$ cat config.mk
export PLATFORM = sky130hd
export DESIGN_NAME = readline_avalon_burst
export DESIGN_NICKNAME = d
export VERILOG_FILES = /design/src/rtl/readline_avalon_burst_pkg.sv /design/src/rtl/readline_avalon_burst.sv
export SDC_FILE = /design/constraint.sdc
export NUM_CORES = 1
export LEC_CHECK = 0
export ABC_AREA = 1
export BUFFER_PORTS_ARGS = -buffer_cell sky130_fd_sc_hd__buf_2
export CAP_MARGIN = 20
export CELL_PAD_IN_SITES_DETAIL_PLACEMENT = 1
export CELL_PAD_IN_SITES_GLOBAL_PLACEMENT = 2
export CORE_UTILIZATION = 31
export CTS_CLUSTER_SIZE = 16
export DETAILED_ROUTE_END_ITERATION = 16
export PLACE_DENSITY = 0.91
export SLEW_MARGIN = 10
export SYNTH_ARGS = -nofsm -noshare
export SYNTH_HDL_FRONTEND = slang
export SYNTH_SLANG_ARGS = --single-unit
$ cat constraint.sdc
create_clock -name clk -period 12.2 [get_ports clk]
set_input_delay 1.83 -clock clk [delete_from_list [all_inputs] [get_ports clk]]
set_output_delay 1.83 -clock clk [all_outputs]
set_load 0.01 [all_outputs]
$ cat src/rtl/readline_avalon_burst_pkg.sv
// Shared constants and state encoding for the readline Avalon burst reader.
package readline_avalon_burst_pkg;

   typedef enum logic [1:0] {
      STATE_IDLE  = 2'd0,
      STATE_ISSUE = 2'd1,
      STATE_DATA  = 2'd2,
      STATE_DONE  = 2'd3
   } state_t;

   localparam int          LINE_BEATS      = 4;
   localparam logic [2:0]  BURSTCOUNT_LINE = 3'd4;
   localparam logic [3:0]  BYTEENABLE_ALL  = 4'hF;

endpackage

$ cat src/rtl/readline_avalon_burst.sv
// Turns a held cache-line read request into one 4-beat Avalon-MM burst read
// and assembles the returned 32-bit beats into a 128-bit line.
module readline_avalon_burst
   import readline_avalon_burst_pkg::*;
#(
   parameter int BEAT_W = 32,
   parameter int BEATS  = LINE_BEATS
) (
   input  logic          clk,
   input  logic          rst,
   input  logic          readline_do,
   input  logic [31:0]   readline_address,
   output logic          readline_done,
   output logic [127:0]  readline_line,
   output logic [31:0]   avm_address,
   output logic          avm_read,
   output logic [2:0]    avm_burstcount,
   output logic [3:0]    avm_byteenable,
   input  logic          avm_waitrequest,
   input  logic          avm_readdatavalid,
   input  logic [31:0]   avm_readdata
);

   state_t              state_q;
   logic                avmRead_q;
   logic [31:0]         avmAddress_q;
   logic [1:0]          beatCnt_q;
   logic                done_q;
   logic [BEAT_W-1:0]   word_q [BEATS];

   logic                beatTake;
   logic                lastBeat;

   // Beats only count while a burst is outstanding; strays in IDLE or DONE are dropped.
   always_comb begin
      beatTake = avm_readdatavalid &&
                 ((state_q == STATE_ISSUE) || (state_q == STATE_DATA));
      lastBeat = beatTake && (beatCnt_q == 2'(BEATS - 1));
   end

   // Single FSM: command issue, beat capture into the line words, done pulse.
   always_ff @(posedge clk or posedge rst) begin
      if (rst) begin
         state_q      <= STATE_IDLE;
         avmRead_q    <= 1'b0;
         avmAddress_q <= 32'd0;
         beatCnt_q    <= 2'd0;
         done_q       <= 1'b0;
         for (int k = 0; k < BEATS; k++) begin
            word_q[k] <= '0;
         end
      end else begin
         if (beatTake) begin
            word_q[beatCnt_q] <= avm_readdata;
            beatCnt_q         <= beatCnt_q + 2'd1;
         end
         case (state_q)
            STATE_IDLE: begin
               done_q <= 1'b0;
               if (readline_do && !done_q) begin
                  avmRead_q    <= 1'b1;
                  avmAddress_q <= {readline_address[31:4], 4'b0000};
                  beatCnt_q    <= 2'd0;
                  state_q      <= STATE_ISSUE;
               end
            end
            STATE_ISSUE: begin
               if (!avm_waitrequest) begin
                  avmRead_q <= 1'b0;
                  if (lastBeat) begin
                     done_q  <= 1'b1;
                     state_q <= STATE_DONE;
                  end else begin
                     state_q <= STATE_DATA;
                  end
               end
            end
            STATE_DATA: begin
               if (lastBeat) begin
                  done_q  <= 1'b1;
                  state_q <= STATE_DONE;
               end
            end
            STATE_DONE: begin
               done_q  <= 1'b0;
               state_q <= STATE_IDLE;
            end
            default: begin
               state_q <= STATE_IDLE;
            end
         endcase
      end
   end

   // Pack the captured words into the line, word k at bits [32k+31:32k].
   always_comb begin
      readline_line = '0;
      for (int k = 0; k < BEATS; k++) begin
         readline_line[k*BEAT_W +: BEAT_W] = word_q[k];
      end
   end

   assign readline_done  = done_q;
   assign avm_read       = avmRead_q;
   assign avm_address    = avmAddress_q;
   assign avm_burstcount = avmRead_q ? BURSTCOUNT_LINE : 3'd0;
   assign avm_byteenable = BYTEENABLE_ALL;

endmodule

**After elaboration in Yosys (flattened, before gate mapping)**

Index checks and enable logic that the tools add are counted.

- Add/subtract/negate cells: 1
- $lt $le $gt $ge: 2
- Eq/ne operators: 7
- Mux-type cells: 18
- Bitwise logic cells: 1
- Reductions and logical operators: 12

Operators with widths:

| cell | number |
|---|---|
| bitwise mux 128 bit | 1 |
| demux 32 bit (select 2 bit) | 1 |
| 2-to-1 mux 32 bit | 1 |
| 2-to-1 mux 2 bit | 6 |
| one-hot mux 2 bit (4 select lines) | 1 |
| equality test 2 bit, second input constant | 3 |
| != test 2 bit, second input constant | 3 |
| AND reduction 3 bit | 2 |
| 2-to-1 mux 1 bit | 5 |
| logical AND 1 bit | 4 |
| >= comparator 3 bit, second input constant | 1 |
| < comparator 3 x 1 -> 1 bit, second input constant | 1 |
| 2-to-1 mux 3 bit | 1 |
| inverter 2 -> 3 bit | 1 |
| one-hot mux 1 bit (3 select lines) | 1 |
| adder 2 x 1 -> 2 bit, second input constant | 1 |
| equality test 2 x 1 -> 1 bit, second input constant | 1 |
| logical NOT 2 bit | 1 |
| one-hot mux 1 bit (2 select lines) | 1 |
| AND reduction 2 bit | 1 |
| nonzero test 2 bit | 1 |
| OR reduction 2 bit | 1 |
| logical NOT 1 bit | 1 |
| logical OR 1 bit | 1 |

- Register bits: 162
- Input bits: 69
- Output and inout port bits: 169
- Logic and storage cells: 50

**Logic depth before layout (Yosys ltp)**

Gate-level depths: netlist of the first run.

- Depth after elaboration: 7
- Depth in mapped cells: 10

**Worst setup path before layout of the first run**

No wires, ideal clock.

- Path kind: input to register
- From: in avm_readdatavalid
- To: reg word_q (netlist bit readline_line[124])
- Arrival time: 2.447 ns
- Data required time: 12.081 ns
- Path slack: 9.634 ns
- Stages: 6
- Buffers on the path: 2
- Path through: nand2_2 > clkinv_4 > nand2_2 > buf_6 > buf_6 > o21ai_2

- Longest elaborated chain between the ends: 1

RTL lines:

| element | RTL line | source |
|---|---|---|
| start, declared | readline_avalon_burst.sv:20 | `input logic avm_readdatavalid,` |
| logical AND 1 bit | readline_avalon_burst.sv:36 | `beatTake = avm_readdatavalid &&` |
| end signal, assigned by index | readline_avalon_burst.sv:54 | `word_q[beatCnt_q] <= avm_readdata;` |
| end, declared | readline_avalon_burst.sv:29 | `logic [BEAT_W-1:0] word_q [BEATS];` |

No other way between the ends.
A chain may end at the register's enable or synchronous reset.

==> run_results.csv, run 1 <==
group,metric,value,unit
sta,max_slew_margin,0.402,
route,drt-total-wl,16700,um
synthesis,yosys.area_share.simple,0.147,
synthesis,synth_top_family_by_area,"simple AND/OR/NAND/NOR gates",
clocking,cts.sinks,162,
finish,fill_cells,2354,
clocking,root_buffer,"clkbuf_16",
synthesis,synth_xor_area_frac,0,
route,drcViolationCount,0,
clocking,ctsHoldBuffers,0,
synthesis,netlist.area_leader.share,0.644,
synthesis,synthFlopType,"dfrtp_1",
clocking,clock_latency,420,ps
route,avgViaCountPerCell,4.38,
die,num_rows,51,
sta,finalMaxSlewViolations,0,
place,numPortBuffers,223,
worst_setup_path,critPathRequiredTime,12620,ps
sta,clock_skew,8.10,ps
synthesis,synth_cell_types,21,
clocking,cts_buffers,17,
sta,whs,479,ps
route,wl_per_cell,14.9,um
sta,fmax,0.326,GHz
finish,multi_input_comb_area,1840,sq um
sta,worst_pin_slew,897,ps
sta,finalHoldViolations,0,
place,dp.cells,1085,
worst_hold_path,hp-start,"avm_address[27]$_DFFE_PP0P_",
synthesis,synth_compound_area_frac,0.122,
synthesis,synth_edf_count,0,
synthesis,avgSynthCellArea,10.0,sq um
die,core_area,19700,sq um
sta,setup_viol_count_final,0,
synthesis,yosys_warnings,0,
sta,rsz0062_at_grt,"no",
clocking,postCtsSetupBuffers,0,
die,initial_core_util,0.320,
clocking,ctsResizeCount,0,
synthesis,yosysSeqAreaShare,0.644,
synthesis,netlist_area,6290,sq um
outcome,status,"complete, no violations",
synthesis,synthCells,628,
route,drt_iter0_drc,170,
global_route,grt_pass1_vias,4958,
die,dieArea,20900,sq um
finish,n_antenna_cell,0,
finish,final-seq-area,4050,sq um
finish,final_cell_mix,"223 x nand2_1, 223 x buf_2, 162 x dfrtp_1",
die,io_pins,238,
die,die_h,144,um
pwr,p_leak,0.00450,uW
global_route,grt.overflow.total,0,
synthesis,yosys.area_share.adder,0.0159,
finish,finalNonFillerCells,1117,
place,gp_congestion,0.750,
job,maxCapViolCount,0,
worst_hold_path,hold_class,"flip-flop to flip-flop",
global_route,grt_util_all_layers,0.167,
synthesis,yosysTopAreaCell,"dfrtp_1",
worst_setup_path,crit_fanout,95,
global_route,grt_pass1_wl,26800,um
synthesis,synthArstFlopShare,1.00,
pwr,ir_drop,0.111,mV
worst_setup_path,path_class,"input port to asynchronous set/reset pin",
sta,setup_tns,0,ps
worst_setup_path,cp.arrival,3490,ps
worst_setup_path,startpoint,"rst",
worst_setup_path,critical_path.endpoint_type,"asynchronous set/reset pin",
pwr,pwr_density_cell,279,nW/um^2
clocking,clockBufferDepth,2,
sta,fin_crit_sh,0.252,
worst_setup_path,r2r_start,"state_q[0]$_DFFE_PP0P_",
place,postPlaceCellArea,7520,sq um
synthesis,synth.area.top_cells,"dfrtp_1 64%, nand2_1 13%, o21ai_0 7.6%, o21ai_2 3.1%, inv_1 2.4%",
clocking,h-tree-depth,4,
place,dp_hpwl,11300,um
die,die_w,144,um
global_route,antenna_found_initial,0,
finish,area_growth,29.0,%
synthesis,muxShareOfSynthArea,0,
route,drtPass1Iterations,4,
sta,timing.final.crit_period,3070,ps
global_route,grt_max_degree,96,
finish,drive_above_1_share,0.338,
worst_setup_path,cp-start-kind,"input port",
clocking,path_clk_slew,60,ps
finish,finalNetCount,916,
route,ant_nets,0,
finish,final_area,8120,sq um
clocking,cts_tree,"done",
synthesis,ys_seq_elements,162,
route,vias,4896,
## power by group
part | internal (uW) | total, uW | leakage [uW] | switching [uW]
Sequential | 779 | 905 | 0.00204 | 126
Clock | 307 | 543 | 0.000277 | 236
Combinational | 312 | 818 | 0.00218 | 505
## critical path, cell delays in order
cell and delay [ps]:
buf_2 120, inv_6 560, buf_4 790
## kinds of logic after synthesis
| kind of cell | after synthesis |
|---|---|
| adders and majority gates | 8 |
| AOI/OAI and AO/OA | 137 |
| other | 2 |
| and+or+nand+nor | 236 |
| buffers and inverters | 83 |
| DFF | 162 |
## synth_stat cells, types with 6 or more instances
cell type and instances:
nand2_1 223, dfrtp_1 162, o21ai_0 95, inv_1 40
o21ai_2 22, o21ai_1 15, buf_4 13, buf_2 11
clkbuf_2 9, ha_1 8, buf_6 6
## flip-flops by register name, indices dropped and copies added (netlist names)
register       cells
state_q            2
beatCnt_q          2
readline_line    128
readline_done      1
avm_read           1
avm_address       28
## final timing paths
kind                                                  to  slack [ps]  cells after the start
max                        readline_line[64]$_DFFE_PP0P_        9130                      3
min                          avm_address[27]$_DFFE_PP0P_         480                      2
max reg2reg                       state_q[0]$_DFFE_PP0P_       10070                      8
min reg2reg                  avm_address[27]$_DFFE_PP0P_         480                      2
max in group clk                       readline_line[41]        9410                      1
min in group asynchronous   readline_line[2]$_DFFE_PP0P_        1560                      2
## cell type report
class / count / area share
clock buffers: 17 / 0.0524
clock inverters: 15 / 0.0208
inverters: 42 / 0.0207
multi-input cells: 391 / 0.226
flip-flops and latches: 162 / 0.499
well taps: 265 / 0.0409
repair buffers: 225 / 0.139
## per-layer routing
| metal | wire length [um] | vias up | GRT usage |
|---|---|---|---|
| li1 | - | 2390 | - |
| met1 | 7410 | 2329 | 0.208 |
| met2 | 7710 | 165 | 0.271 |
| met4 | 171 | 0 | 0.0510 |
| met5 | 0 | - | 0 |
| met3 | 1400 | 12 | 0.0579 |
## stage by stage
stage	total power, uW	setup WS, ps	util
after detailed placement	1750	8610	0.383
final	2270	9130	0.413
after floorplan	1390	5990	-
after global placement	1720	8620	0.383
after global routing	2450	8850	0.413
after CTS	2310	9070	0.413
No activity file was read; power rests on OpenSTA's default activity.
==> run 2, diff against run 1 <==
--- a/config.mk
+++ b/config.mk
@@ -5,15 +5,15 @@
 export SDC_FILE = /design/constraint.sdc
 export NUM_CORES = 1
 export LEC_CHECK = 0
-export ABC_AREA = 1
+export ABC_AREA = 0
 export BUFFER_PORTS_ARGS = -buffer_cell sky130_fd_sc_hd__buf_2
 export CAP_MARGIN = 20
 export CELL_PAD_IN_SITES_DETAIL_PLACEMENT = 1
 export CELL_PAD_IN_SITES_GLOBAL_PLACEMENT = 2
-export CORE_UTILIZATION = 31
+export CORE_UTILIZATION = 29
 export CTS_CLUSTER_SIZE = 16
 export DETAILED_ROUTE_END_ITERATION = 16
-export PLACE_DENSITY = 0.91
+export PLACE_DENSITY = 0.82
 export SLEW_MARGIN = 10
 export SYNTH_ARGS = -nofsm -noshare
 export SYNTH_HDL_FRONTEND = slang
==> constraint.sdc (replaced) <==
create_clock -name clk -period 2.8 [get_ports clk]
set_input_delay 0.42 -clock clk [delete_from_list [all_inputs] [get_ports clk]]
set_output_delay 0.42 -clock clk [all_outputs]
set_load 0.01 [all_outputs]
==> run 2 against run 1 <==
- via count down 17%
- count of clock-buffer cells in the layout up 3
- worst setup slack worse by 8600 ps
- area after synthesis about the same
- clock skew up 1.8 ps
- non-clock buffer count up 12
- critical endpoint is now readline_line[79]$_DFFE_PP0P_
- global-route usage down 1.8 points
- hold slack worse by 310 ps
- wire length down 4.3%
- clock power rose to 4.3 times the previous value
- largest cell class unchanged
==> run_results.csv, run 2 <==
group,metric,value,unit
worst_setup_path,path_class,"flip-flop to flip-flop",
sta,max_slew_margin,0.437,
clocking,ctsResizeCount,0,
sta,timing.final.crit_period,2230,ps
worst_setup_path,path_cells,"inv_1 -> ha_1 -> nand3_2 -> buf_12 -> mux2_2",
synthesis,yosysTopAreaCell,"dfrtp_1",
place,dp_hpwl,11700,um
sta,fin_crit_sh,0.795,
worst_setup_path,critical-path-top-delay-family,"adder cells",
global_route,grt_pass1_wl,25300,um
clocking,ctsHoldBuffers,0,
finish,n_antenna_cell,0,
clocking,cts_tree,"done",
synthesis,yosys_warnings,0,
finish,finalNetCount,702,
global_route,grt_util_all_layers,0.149,
synthesis,synth_cell_types,25,
route,drcViolationCount,0,
pwr,pwr_density_cell,1250,nW/um^2
clocking,root_buffer,"clkbuf_16",
place,postPlaceCellArea,7800,sq um
place,pre_cts_ws,539,ps
synthesis,synth_commonest_cells,"162 x dfrtp_1, 158 x mux2_2, 14 x buf_2",
worst_setup_path,crit_fanout,20,
worst_setup_path,cp.arrival,2520,ps
pwr,p_leak,0.00412,uW
route,avgViaCountPerCell,4.43,
global_route,grt_max_degree,50,
clocking,h-tree-depth,4,
synthesis,netlist_area,6300,sq um
synthesis,synthCells,388,
route,drt-total-wl,16000,um
finish,final_cell_mix,"223 x buf_2, 162 x dfrtp_1, 158 x mux2_2",
worst_hold_path,hold_class,"input port to asynchronous set/reset pin",
finish,drive_above_1_share,0.674,
synthesis,synth.area.top_cells,"dfrtp_1 64%, mux2_2 28%, ha_1 1.6%, buf_4 1.3%, buf_2 1.1%",
finish,fill_cells,2265,
clocking,cts_buffers,17,
route,ant_nets,0,
sta,clock_skew,9.92,ps
synthesis,ys_seq_elements,162,
global_route,grt.overflow.total,0,
synthesis,yosysMostFrequentCell,"dfrtp_1",
route,drt_iter0_drc,86,
synthesis,synthFlopType,"dfrtp_1",
route,drtPass1Iterations,4,
finish,area_growth,33.3,%
die,die_w,149,um
synthesis,yosysSeqAreaShare,0.644,
die,initial_core_util,0.298,
synthesis,netlist.area_leader.share,0.644,
die,die_h,149,um
die,core_area,21200,sq um
job,maxCapViolCount,0,
sta,setup_viol_count_final,0,
pwr,ir_drop,0.445,mV
clocking,cts.sinks,162,
global_route,antenna_found_initial,0,
die,io_pins,238,
synthesis,synthArstFlopShare,1.00,
clocking,postCtsSetupBuffers,0,
sta,finalHoldViolations,0,
clocking,path_clk_slew,70,ps
finish,final_common_cell,"buf_2",
route,wl_per_cell,17.5,um
synthesis,avgSynthCellArea,16.2,sq um
outcome,status,"complete, no violations",
sta,finalMaxSlewViolations,0,
pwr,finalPower,10500,uW
place,numPortBuffers,223,
die,dieArea,22300,sq um
sta,fmax,0.449,GHz
place,gp_congestion,0.719,
worst_setup_path,critPathSlowestCell,"ha_1",
worst_setup_path,critPathRequiredTime,3090,ps
clocking,clock_latency,420,ps
sta,worst_pin_slew,843,ps
global_route,grt_pass1_vias,4556,
sta,rsz0062_at_grt,"no",
sta,setup_tns,0,ps
die,num_rows,53,
route,vias,4042,
finish,final_area,8390,sq um
worst_setup_path,worst-path-buf-inv,2,
worst_setup_path,slowest_delay,500,ps
finish,largest_register_ffs,128,
synthesis,synth_edf_count,0,
sta,final.setup.worst_slack,573,ps
worst_setup_path,cp-start-kind,"flip-flop",
worst_setup_path,critical_path.endpoint_type,"flip-flop",
clocking,clockBufferDepth,2,
-- run 2: through the flow --
| stage | hold slack (ps) | utilization | instances |
|---|---|---|---|
| detailed placement | 488 | 0.369 | 881 |
| CTS | 180 | 0.397 | 913 |
| floorplan | 528 | - | 396 |
| global route | 208 | 0.397 | 913 |
| finish | 170 | 0.397 | 913 |
| global placement | 483 | 0.369 | 881 |
-- run 2: kinds of logic after synthesis --
kind of cell	after synthesis	share of synthesized area
buffers and inverters	34	0.0320
adders and majority gates	8	0.0159
DFF	162	0.644
muxes	159	0.284
other	2	0.00119
and+or+nand+nor	11	0.00954
xor gates and xnor gates	1	0.00139
AOI/OAI and AO/OA	11	0.0121
-- run 2: layout make-up --
| cell class | count | area [sq um] | area share |
|---|---|---|---|
| clock buffer | 20 | 447 | 0.0532 |
| clock inverter | 12 | 148 | 0.0176 |
| inverter | 7 | 30.0 | 0.00358 |
| multi-input combinational | 200 | 2090 | 0.249 |
| sequential | 162 | 4050 | 0.483 |
| tap | 275 | 344 | 0.0410 |
| timing repair buffer | 237 | 1280 | 0.153 |
-- run 2: final timing paths --
path                                        startpoint                       endpoint  slack (ps)  cells past startpoint
min in group clk                   readline_address[9]     avm_address[9]$_DFFE_PP0P_         230                      2
max reg2reg                     state_q[0]$_DFFE_PP0P_  readline_line[79]$_DFFE_PP0P_         570                      5
min reg2reg                avm_address[14]$_DFFE_PP0P_    avm_address[14]$_DFFE_PP0P_         500                      1
max in group asynchronous                          rst  readline_line[79]$_DFFE_PP0P_        1900                      3
min                                                rst  readline_line[34]$_DFFE_PP0P_         170                      2
max                             state_q[0]$_DFFE_PP0P_  readline_line[79]$_DFFE_PP0P_         570                      5
-- run 2: metal layers --
layer / track usage / wire length (um) / vias to the layer above
met3: 0.0364 / 819 / 16
met5: 0 / 0 / -
li1: - / - / 1810
met2: 0.266 / 8460 / 137
met1: 0.175 / 6490 / 2079
met4: 0.0500 / 208 / 0
-- run 2: power breakdown --
part	total [uW]	internal (uW)	switching (uW)	leakage [uW]
logic	4030	2080	1950	0.00189
registers	4140	3520	621	0.00196
clock network	2350	1360	989	0.000277
==> run 3, diff against run 2 <==
==> constraint.sdc (replaced) <==
create_clock -name clk -period 2 [get_ports clk]
set_input_delay 0.3 -clock clk [delete_from_list [all_inputs] [get_ports clk]]
set_output_delay 0.3 -clock clk [all_outputs]
set_load 0.01 [all_outputs]
==> run 3 against run 2 <==
- non-clock buffer count up 1
- global-route usage about the same
- power up 42%
- highest routed layer unchanged
- critical path type unchanged
- wire length down 0.11%
- largest power group unchanged
- via count up 1.6%
- die area unchanged
- hold slack worse by 150 ps
- sequential power up 40%
- design area up 0.54%
==> run_results.csv, run 3 (synthesis results as in run 2) <==
group,metric,value,unit
die,initial_core_util,0.298,
route,ant_nets,0,
global_route,grt_pass1_wl,25300,um
pwr,internal_power,9970,uW
clocking,clockBufferDepth,2,
pwr,netSwitchingFraction,0.331,
global_route,grt_pass1_vias,4530,
pwr,power_switching,4940,uW
sta,finalMaxSlewViolations,0,
worst_setup_path,critical-path-top-delay-family,"flip-flops",
worst_setup_path,critPathRequiredTime,2280,ps
worst_setup_path,worst-path-buf-inv,2,
sta,timing.final.crit_period,1860,ps
clocking,ctsResizeCount,0,
die,die_h,149,um
pwr,p_leak,0.00415,uW
clocking,root_buffer,"clkbuf_16",
route,drt_iter0_drc,88,
global_route,grt.overflow.total,0,
pwr,power_frac_comb,0.384,
sta,setup_viol_count_final,0,
worst_setup_path,critical_path.endpoint_type,"flip-flop",
sta,whs,21.6,ps
place,gp_congestion,0.704,
worst_setup_path,slowest_delay,390,ps
finish,final_cell_mix,"223 x buf_2, 162 x dfrtp_1, 158 x mux2_2",
pwr,sequentialPowerShare,0.388,
die,dieArea,22300,sq um
worst_setup_path,crit_fanout,5,
pwr,finalPower,14900,uW
route,avgViaCountPerCell,4.50,
place,dp.cells,882,
global_route,antenna_found_initial,0,
route,drcViolationCount,0,
worst_setup_path,r2r_cells,6,
sta,finalHoldViolations,0,
clocking,cts.sinks,162,
worst_setup_path,path_class,"flip-flop to flip-flop",
global_route,grt_util_all_layers,0.150,
outcome,status,"complete, no violations",
die,num_rows,53,
pwr,power.share.clock,0.228,
worst_setup_path,critPathSlowestCell,"dfrtp_1",
finish,drive_above_1_share,0.677,
pwr,ir_drop,0.710,mV
place,numPortBuffers,223,
clocking,clock_latency,410,ps
global_route,grt_max_degree,87,
finish,n_antenna_cell,0,
finish,finalNetCount,703,
clocking,cts_tree,"done",
sta,rsz0062_at_grt,"no",
die,io_pins,238,
pwr,pwr_density_cell,1770,nW/um^2
sta,fin_crit_sh,0.929,
job,maxCapViolCount,0,
route,wl_per_cell,17.5,um
clocking,path_clk_slew,60,ps
die,die_w,149,um
finish,largest_register_ffs,128,
clocking,h-tree-depth,4,
finish,final_common_cell,"buf_2",
finish,area_growth,34.0,%
worst_hold_path,hold_class,"input port to asynchronous set/reset pin",
finish,finalNonFillerCells,913,
place,dp_hpwl,11400,um
worst_setup_path,cp.arrival,2140,ps
clocking,postCtsSetupBuffers,0,
worst_setup_path,path_cells,"inv_1 -> ha_1 -> buf_4 -> nand3_2 -> mux2_2 -> a221o_1",
die,core_area,21200,sq um
sta,fmax,0.538,GHz
clocking,ctsHoldBuffers,0,
clocking,cts_buffers,17,
route,vias,4108,
worst_setup_path,cp-start-kind,"flip-flop",
worst_setup_path,cp.depth,6,
sta,clock_skew,10.0,ps
route,drtPass1Iterations,5,
route,drt-total-wl,16000,um
[run 3: cell count changes in the layout (fill, tap and decap cells not counted), sizes merged]
cell      delta
clkinv       +2
bufinv       +1
buf          +1
clkinvlp     -1
inv          -3
[run 3: final timing paths]
path                                                 start                       endpoint  slack [ps]
max in group asynchronous                              rst     avm_address[7]$_DFFE_PP0P_        1550
worst min register to register  avm_address[6]$_DFFE_PP0P_     avm_address[6]$_DFFE_PP0P_         500
worst min-delay path                                   rst  readline_line[30]$_DFFE_PP0P_          20
min in group clk                      readline_address[24]    avm_address[24]$_DFFE_PP0P_         110
worst max-delay path                state_q[1]$_DFFE_PP0P_         state_q[0]$_DFFE_PP0P_         140
worst max register to register      state_q[1]$_DFFE_PP0P_         state_q[0]$_DFFE_PP0P_         140
[run 3: area by class of cell]
cell class / instances / area, sq um
timing repair buffer: 238 / 1300
multi-input combinational: 200 / 2090
fill: 2241 / 12700
tap: 275 / 344
sequential: 162 / 4050
clock inverter: 11 / 153
inverter: 7 / 30.0
clock buffer: 20 / 467
[run 3: power groups by stage]
stage                     logic (uW)  clock network (uW)  registers [uW]
after floorplan                 2550                   0            6490
after global placement          5620                   0            5700
after detailed placement        5860                   0            5850
after CTS                       5860                3500            5820
after global routing            6240                3650            6020
final                           5720                3400            5790
[run 3: layer usage]
metal / global-route usage / share of wire / vias up
met3: 0.0419 / 0.054 / 15
met1: 0.177 / 0.40 / 2134
met2: 0.258 / 0.53 / 134
li1: - / - / 1825
met5: 0 / 0 / -
met4: 0.0541 / 0.014 / 0
[run 3: per-stage QoR]
stage               TNS (ps)  instance area, sq um   util  setup slack [ps]
floorplan             -57800                  6330      -              -357
global placement           0                  7820  0.370               223
detailed placement         0                  7820  0.370               154
CTS                        0                  8440  0.399               133
global route               0                  8440  0.399              34.4
finish                     0                  8440  0.399               142
[run 3: worst min-delay path: cells and delay by family]
family                 cells  cell delay [ps]
buffers and inverters      3              540
